==> src/rtl/cpu_ctrl_pkg.sv <==
// Shared types, constants and microcode for the 8-bit CPU instruction sequencer.
// Holds the opcode map, control-word bit positions, FSM encoding and decode helpers.
package cpu_ctrl_pkg;

    localparam int PHASES = 8;
    localparam int OPW    = 4;
    localparam int CW     = 16;

    localparam logic [OPW-1:0] OP_NOP = 4'h0;
    localparam logic [OPW-1:0] OP_LDA = 4'h1;
    localparam logic [OPW-1:0] OP_ADD = 4'h2;
    localparam logic [OPW-1:0] OP_SUB = 4'h3;
    localparam logic [OPW-1:0] OP_STA = 4'h4;
    localparam logic [OPW-1:0] OP_LDI = 4'h5;
    localparam logic [OPW-1:0] OP_JMP = 4'h6;
    localparam logic [OPW-1:0] OP_OUT = 4'hE;
    localparam logic [OPW-1:0] OP_HLT = 4'hF;

    localparam int C_PC_OUT  = 0;
    localparam int C_PC_INC  = 1;
    localparam int C_MAR_LD  = 2;
    localparam int C_MEM_RD  = 3;
    localparam int C_MEM_WR  = 4;
    localparam int C_IR_LD   = 5;
    localparam int C_IR_OUT  = 6;
    localparam int C_A_LD    = 7;
    localparam int C_A_OUT   = 8;
    localparam int C_B_LD    = 9;
    localparam int C_ALU_OUT = 10;
    localparam int C_ALU_SUB = 11;
    localparam int C_OUT_LD  = 12;
    localparam int C_PC_LD   = 13;
    localparam int C_FLAG_LD = 14;
    localparam int C_HLT     = 15;

    typedef enum logic [1:0] {
        ST_IDLE  = 2'd0,
        ST_FETCH = 2'd1,
        ST_EXEC  = 2'd2,
        ST_HALT  = 2'd3
    } state_e;

    // Number of execute phases after the 3-phase fetch; undefined opcodes behave as NOP.
    function automatic logic [2:0] exec_len(input logic [OPW-1:0] op);
        case (op)
            OP_LDA:                         exec_len = 3'd2;
            OP_ADD, OP_SUB:                 exec_len = 3'd3;
            OP_STA:                         exec_len = 3'd2;
            OP_LDI, OP_JMP, OP_OUT, OP_HLT: exec_len = 3'd1;
            default:                        exec_len = 3'd0;
        endcase
    endfunction

    function automatic logic [2:0] onehot_idx(input logic [PHASES-1:0] oh);
        logic [2:0] idx;
        idx = 3'd0;
        for (int i = 0; i < PHASES; i++) begin
            if (oh[i]) idx = 3'(i);
        end
        return idx;
    endfunction

    function automatic logic [CW-1:0] ucode(input logic [OPW-1:0] op, input logic [2:0] ph);
        logic [CW-1:0] cw;
        cw = '0;
        case (ph)
            3'd0: begin cw[C_PC_OUT] = 1'b1; cw[C_MAR_LD] = 1'b1; end
            3'd1: begin cw[C_MEM_RD] = 1'b1; cw[C_IR_LD]  = 1'b1; end
            3'd2: begin cw[C_PC_INC] = 1'b1; end
            3'd3: begin
                case (op)
                    OP_LDA, OP_ADD, OP_SUB, OP_STA: begin cw[C_IR_OUT] = 1'b1; cw[C_MAR_LD] = 1'b1; end
                    OP_LDI:  begin cw[C_IR_OUT] = 1'b1; cw[C_A_LD]   = 1'b1; end
                    OP_JMP:  begin cw[C_IR_OUT] = 1'b1; cw[C_PC_LD]  = 1'b1; end
                    OP_OUT:  begin cw[C_A_OUT]  = 1'b1; cw[C_OUT_LD] = 1'b1; end
                    OP_HLT:  begin cw[C_HLT]    = 1'b1; end
                    default: cw = '0;
                endcase
            end
            3'd4: begin
                case (op)
                    OP_LDA:         begin cw[C_MEM_RD] = 1'b1; cw[C_A_LD]   = 1'b1; end
                    OP_ADD, OP_SUB: begin cw[C_MEM_RD] = 1'b1; cw[C_B_LD]   = 1'b1; end
                    OP_STA:         begin cw[C_A_OUT]  = 1'b1; cw[C_MEM_WR] = 1'b1; end
                    default:        cw = '0;
                endcase
            end
            3'd5: begin
                case (op)
                    OP_ADD: begin
                        cw[C_ALU_OUT] = 1'b1; cw[C_A_LD] = 1'b1; cw[C_FLAG_LD] = 1'b1;
                    end
                    OP_SUB: begin
                        cw[C_ALU_OUT] = 1'b1; cw[C_A_LD] = 1'b1; cw[C_FLAG_LD] = 1'b1;
                        cw[C_ALU_SUB] = 1'b1;
                    end
                    default: cw = '0;
                endcase
            end
            default: cw = '0;
        endcase
        return cw;
    endfunction

endpackage

==> src/rtl/cpu_ctrl_seq_phase_ring.sv <==
// One-hot timing-phase ring: rotates left when enabled, clr returns it to T0.
// clr has priority over en so the sequencer can restart fetch from any phase.
module phase_ring #(
    parameter int WIDTH = 8
) (
    input  logic             clk,
    input  logic             rst,
    input  logic             clr,
    input  logic             en,
    output logic [WIDTH-1:0] phase
);

    logic [WIDTH-1:0] phase_q;
    logic [WIDTH-1:0] phase_d;

    // Next ring value.
    always_comb begin
        phase_d = phase_q;
        if (clr) begin
            phase_d = WIDTH'(1);
        end else if (en) begin
            phase_d = {phase_q[WIDTH-2:0], phase_q[WIDTH-1]};
        end else begin
            phase_d = phase_q;
        end
    end

    // Ring register.
    always_ff @(posedge clk or posedge rst) begin
        if (rst) begin
            phase_q <= WIDTH'(1);
        end else begin
            phase_q <= phase_d;
        end
    end

    assign phase = phase_q;

endmodule

==> src/rtl/cpu_ctrl_seq.sv <==
// Instruction sequencer: fetch/execute FSM, opcode register and control-word decode.
// ctrl_o is decoded from registered state, phase and opcode; it is zero in IDLE and HALT.
module cpu_ctrl_seq
    import cpu_ctrl_pkg::*;
(
    input  logic              clk,
    input  logic              rst,
    input  logic              run_i,
    input  logic              step_i,
    input  logic [7:0]        ir_i,
    output logic [PHASES-1:0] phase_o,
    output logic [CW-1:0]     ctrl_o,
    output logic              busy_o,
    output logic              instr_done_o,
    output logic              halt_o
);

    state_e            state_q, state_d;
    logic [OPW-1:0]    opcode_q, opcode_d;
    logic [PHASES-1:0] phase_s;
    logic [2:0]        phase_idx_s;
    logic              busy_s;
    logic              last_s;
    logic              ring_clr_s;
    logic              unused_ir_s;

    assign unused_ir_s = ^ir_i[3:0];
    assign phase_idx_s = onehot_idx(phase_s);
    assign busy_s      = (state_q == ST_FETCH) || (state_q == ST_EXEC);
    assign ring_clr_s  = !busy_s || last_s;

    phase_ring #(.WIDTH(PHASES)) u_ring (
        .clk   (clk),
        .rst   (rst),
        .clr   (ring_clr_s),
        .en    (busy_s),
        .phase (phase_s)
    );

    // Last phase of the current instruction; a zero-length opcode finishes at T2,
    // which must look at ir_i because the opcode register only loads at the end of T2.
    always_comb begin
        last_s = 1'b0;
        case (state_q)
            ST_FETCH: last_s = phase_s[2] && (exec_len(ir_i[7:4]) == 3'd0);
            ST_EXEC:  last_s = (phase_idx_s == (3'd2 + exec_len(opcode_q)));
            default:  last_s = 1'b0;
        endcase
    end

    // Next-state and opcode capture.
    always_comb begin
        state_d  = state_q;
        opcode_d = opcode_q;
        case (state_q)
            ST_IDLE: begin
                if (run_i || step_i) state_d = ST_FETCH;
                else                 state_d = ST_IDLE;
            end
            ST_FETCH: begin
                if (phase_s[2]) begin
                    opcode_d = ir_i[7:4];
                    if (last_s) state_d = run_i ? ST_FETCH : ST_IDLE;
                    else        state_d = ST_EXEC;
                end else begin
                    state_d = ST_FETCH;
                end
            end
            ST_EXEC: begin
                if (last_s) begin
                    if (opcode_q == OP_HLT) state_d = ST_HALT;
                    else                    state_d = run_i ? ST_FETCH : ST_IDLE;
                end else begin
                    state_d = ST_EXEC;
                end
            end
            ST_HALT: state_d = ST_HALT;
            default: state_d = ST_IDLE;
        endcase
    end

    // State and opcode registers.
    always_ff @(posedge clk or posedge rst) begin
        if (rst) begin
            state_q  <= ST_IDLE;
            opcode_q <= 4'h0;
        end else begin
            state_q  <= state_d;
            opcode_q <= opcode_d;
        end
    end

    // Control-word decode.
    always_comb begin
        ctrl_o = '0;
        case (state_q)
            ST_FETCH, ST_EXEC: ctrl_o = ucode(opcode_q, phase_idx_s);
            default:           ctrl_o = '0;
        endcase
    end

    assign phase_o      = phase_s;
    assign busy_o       = busy_s;
    assign instr_done_o = last_s;
    assign halt_o       = (state_q == ST_HALT);

endmodule

==> config.mk <==
export PLATFORM = sky130hd
export DESIGN_NAME = cpu_ctrl_seq
export DESIGN_NICKNAME = d
export VERILOG_FILES = /design/src/rtl/cpu_ctrl_pkg.sv /design/src/rtl/cpu_ctrl_seq_phase_ring.sv /design/src/rtl/cpu_ctrl_seq.sv
export SDC_FILE = /design/constraint.sdc
export NUM_CORES = 1
export LEC_CHECK = 0
export CAP_MARGIN = 5
export CELL_PAD_IN_SITES_DETAIL_PLACEMENT = 1
export CELL_PAD_IN_SITES_GLOBAL_PLACEMENT = 1
export CORE_MARGIN = 4
export CORE_UTILIZATION = 32
export CTS_BUF_LIST = sky130_fd_sc_hd__clkbuf_16
export CTS_CLUSTER_DIAMETER = 60
export DETAILED_ROUTE_END_ITERATION = 10
export MAX_ROUTING_LAYER = met4
export PLACE_DENSITY_LB_ADDON = 0.1
export SLEW_MARGIN = 0
export SYNTH_ARGS = -nofsm -noshare
export SYNTH_HDL_FRONTEND = slang
export SYNTH_SLANG_ARGS = --single-unit
==> constraint.sdc <==
create_clock -name clk -period 3 [get_ports clk]
set_clock_uncertainty 0.2 [all_clocks]
set_input_delay 0.3 -clock clk [delete_from_list [all_inputs] [get_ports clk]]
set_output_delay 0.3 -clock clk [all_outputs]
set_load 0.005 [all_outputs]
==> impl_results.md <==
- Dpl cell area: 1564 um2
- Number of synthesized flops with an enable pin: 0
- P_leak: 0.7997 nW
- Area occupied by multi-input gates: 715.7 um2
- CP top delay family: buffers and inverters
- Num CTS Buffers: 3
- Vias in the first global route: 1129
- Final Hold Fails: 0
- Via count: 1115
- DRT iter0 DRCs: 50
- Slowest cell on the critical path: clkdlybuf4s50_1
- R2r setup slk: 690 ps
- Post-synth ARST share: 100.0%
- WS Path Type: flip-flop to primary output
- Worst path arrival time: 2240 ps
- Die height: 67.09 um
- Critical-path maximum fanout: 5
- Die width: 67.09 um
- CP Cell Sequence: buf_4 -> ha_1 -> o21ai_0 -> and2_1 -> nand2_1 -> a21o_1 -> clkdlybuf4s50_1
- Clock Path Buffers: 2
- Routed Antenna Nets: 0
- Hold Crit Class: input port to asynchronous set/reset pin
- GRT Total Usage: 16.70%
- CTS Sinks: 14
- Via/cell ratio: 4.912
- # DRC: 0
- Detail Placement HPWL: 2668 um
- Skew-Pair Late Insertion Delay: 250 ps
- Fin. max-slew vios: 0
- First-pass GRT wire length: 5402 um
- Area contributors post-synth: dfrtp_1 29%, ha_1 12%, and2_1 5.6%, nand2_1 4.7%, nor2_1 4.7%
- Seq cells post-synth: 14
- Pwr/cell area: 1073 nW/um2
- Post-Synthesis Cells: 135
- Syn Area/Cell: 8.276 um2
- Maxcap violations: 0
- RR Endpoint: u_ring.phase[5]
- Max Clk Rate: 0.3645 GHz
- DRT Wirelength: 3332 um
- GPL Wtd Cong: 0.7810
- Fin nets: 205
- CTS tree: done
- R2r worst-path depth: 8
- Synth cell types: 37
- Seq/Total Area, Yosys: 31.47%
- Synth Cell Area: 1117 um2
- IO buf count: 34
- Total grt overflow: 0
- Initial antenna violation count: 0
- Top post-synthesis cells by count: 14 x nand2_1, 14 x nor2_1, 13 x dfrtp_1, 11 x ha_1
- Worst relative slew slack: 62.68%
- Worst-Margin Slew: 559.2 ps
- Diode count: 0
- I/O Pins: 39
- Post-layout min period: 2744 ps
- Period Utilization, post-route: 91.46%
- Final Power: 1.803 mW
- Largest net degree at the start of global routing: 15
- RSZ-0062 raised after global routing: false
- Root buf cell: clkbuf_16
- Top cell type's share of synthesized area: 29.12%
- Final instance area: 1680 um2
- Seq. cell area: 351.6 um2
- TritonRoute pass-1 iters: 4
- Yosys warns: 0
- Reg-to-reg startpoint: opcode_q[1]
- Req. time, crit path: 2500 ps
- Initial Util: 33.22%
- CTS Hold Bufs: 0
- Status: complete, no violations
- Htree depth: 1
- Top FF cell, synth: dfrtp_1
- Critical Path End Type: primary output
- Clock transition at path regs: 50 ps
- CP max stage delay: 440 ps
- WP buf/inv: 2
- Die footprint: 4501 um2
- Core ar.: 3363 um2
- Share of cells above drive strength 1: 14.92%
- Final count of negative-setup-slack endpoints: 0
- Row count: 21
- Fillers: 426
- CP Launch Type: flip-flop
- Wirelength per Cell: 14.68 um
- Worst VDD drop: 0.0004027 V
- Area Growth Syn to Fin: 50.39%
- Syn Nets: 158
- Yosys top cell by area: dfrtp_1
final cells by class:
| cell class | count | share of cell area [%] |
|---|---|---|
| Clock buffer | 3 | 4.468 |
| Tap cell | 46 | 3.425 |
| Inverter | 11 | 2.457 |
| Sequential cell | 14 | 20.92 |
| Clock inverter | 1 | 0.2234 |
| Multi-Input combinational cell | 106 | 42.59 |
| Timing Repair Buffer | 46 | 25.91 |
power breakdown:
group	internal, mW	switching (mW)	total (mW)
logic	0.606	0.595	1.20
registers	0.269	0.0743	0.343
clock network	0.177	0.0824	0.259
total	1.05	0.752	1.80
per-stage QoR:
| stage | setup TNS (ps) | worst slack (ps) | std cells | utilization (%) | hold WS, ps |
|---|---|---|---|---|---|
| final | 0 | 256.2 | 227 | 49.96 | 205.0 |
| after global routing | 0 | 97.11 | 227 | 49.96 | 261.1 |
| after CTS | -7.325 | -7.325 | 224 | 49.14 | 233.4 |
| after detailed placement | 0 | 53.55 | 220 | 46.50 | 292.8 |
| after global placement | 0 | 100.3 | 220 | 46.50 | 293.5 |
| after floorplan | 0 | 561.0 | 135 | - | -11.50 |
per-layer routing:
metal,up-vias,global-route usage [%],share of wire [%]
li1,556,-,-
met1,527,21.31,48
met2,28,26.13,46
met3,4,3.710,4.1
met4,0,5.316,1.3
met5,-,-,0
registers in the layout, indices dropped and copies added (netlist names):
signal	flops
u_ring.phase	8
opcode_q	4
state_q	2
cells in the final DEF, fill, tap and decap left out, drive strengths merged, types with 2 or more instances in the layout:
cell type	netlist	layout
o22ai	3	3
nand3	3	3
and2	10	10
dlymetal6s2s	0	2
o21ai	8	8
ha	11	11
nor2b	2	2
o31ai	2	2
a21o	2	2
inv	11	11
clkbuf	3	3
nor2	14	14
mux2	2	2
a21oi	5	5
xnor2	2	2
and3	3	3
o211a	2	2
dfrtp	13	13
buf	1	12
nor3	5	5
a31oi	2	2
nand2	14	14
clkdlybuf4s50	0	32
mux2i	2	2
nand2b	4	4
what timing repair did:
item	CTS	global route
gates resized for setup	4	2
endpoints found under the setup margin	2	2
pin swaps	0	2
buffers inserted	0	3
worst max path at each step:
stage | start | to | slack (ps) | depth (start not counted)
global route | opcode_q[1] | ctrl_o[2] | 100 | 7
global placement | ir_i[4] | instr_done_o | 100 | 9
finish | opcode_q[1] | ctrl_o[2] | 260 | 7
detailed placement | ir_i[4] | instr_done_o | 50 | 9
CTS | opcode_q[1] | instr_done_o | -7 | 9
floorplan | state_q[0] | ctrl_o[8] | 560 | 7
kinds of logic (layout without fill, tap and decap cells):
family | after synthesis | count (layout) | synth area share (%)
compound gates | 30 | 30 | 18.93
xor+xnor | 2 | 2 | 1.568
fa+ha+maj | 11 | 11 | 12.32
buf+inv | 15 | 61 | 5.375
flops | 14 | 14 | 31.47
mux | 4 | 4 | 3.807
simple gates | 59 | 59 | 26.54
Power figures use the tool's default switching activity.
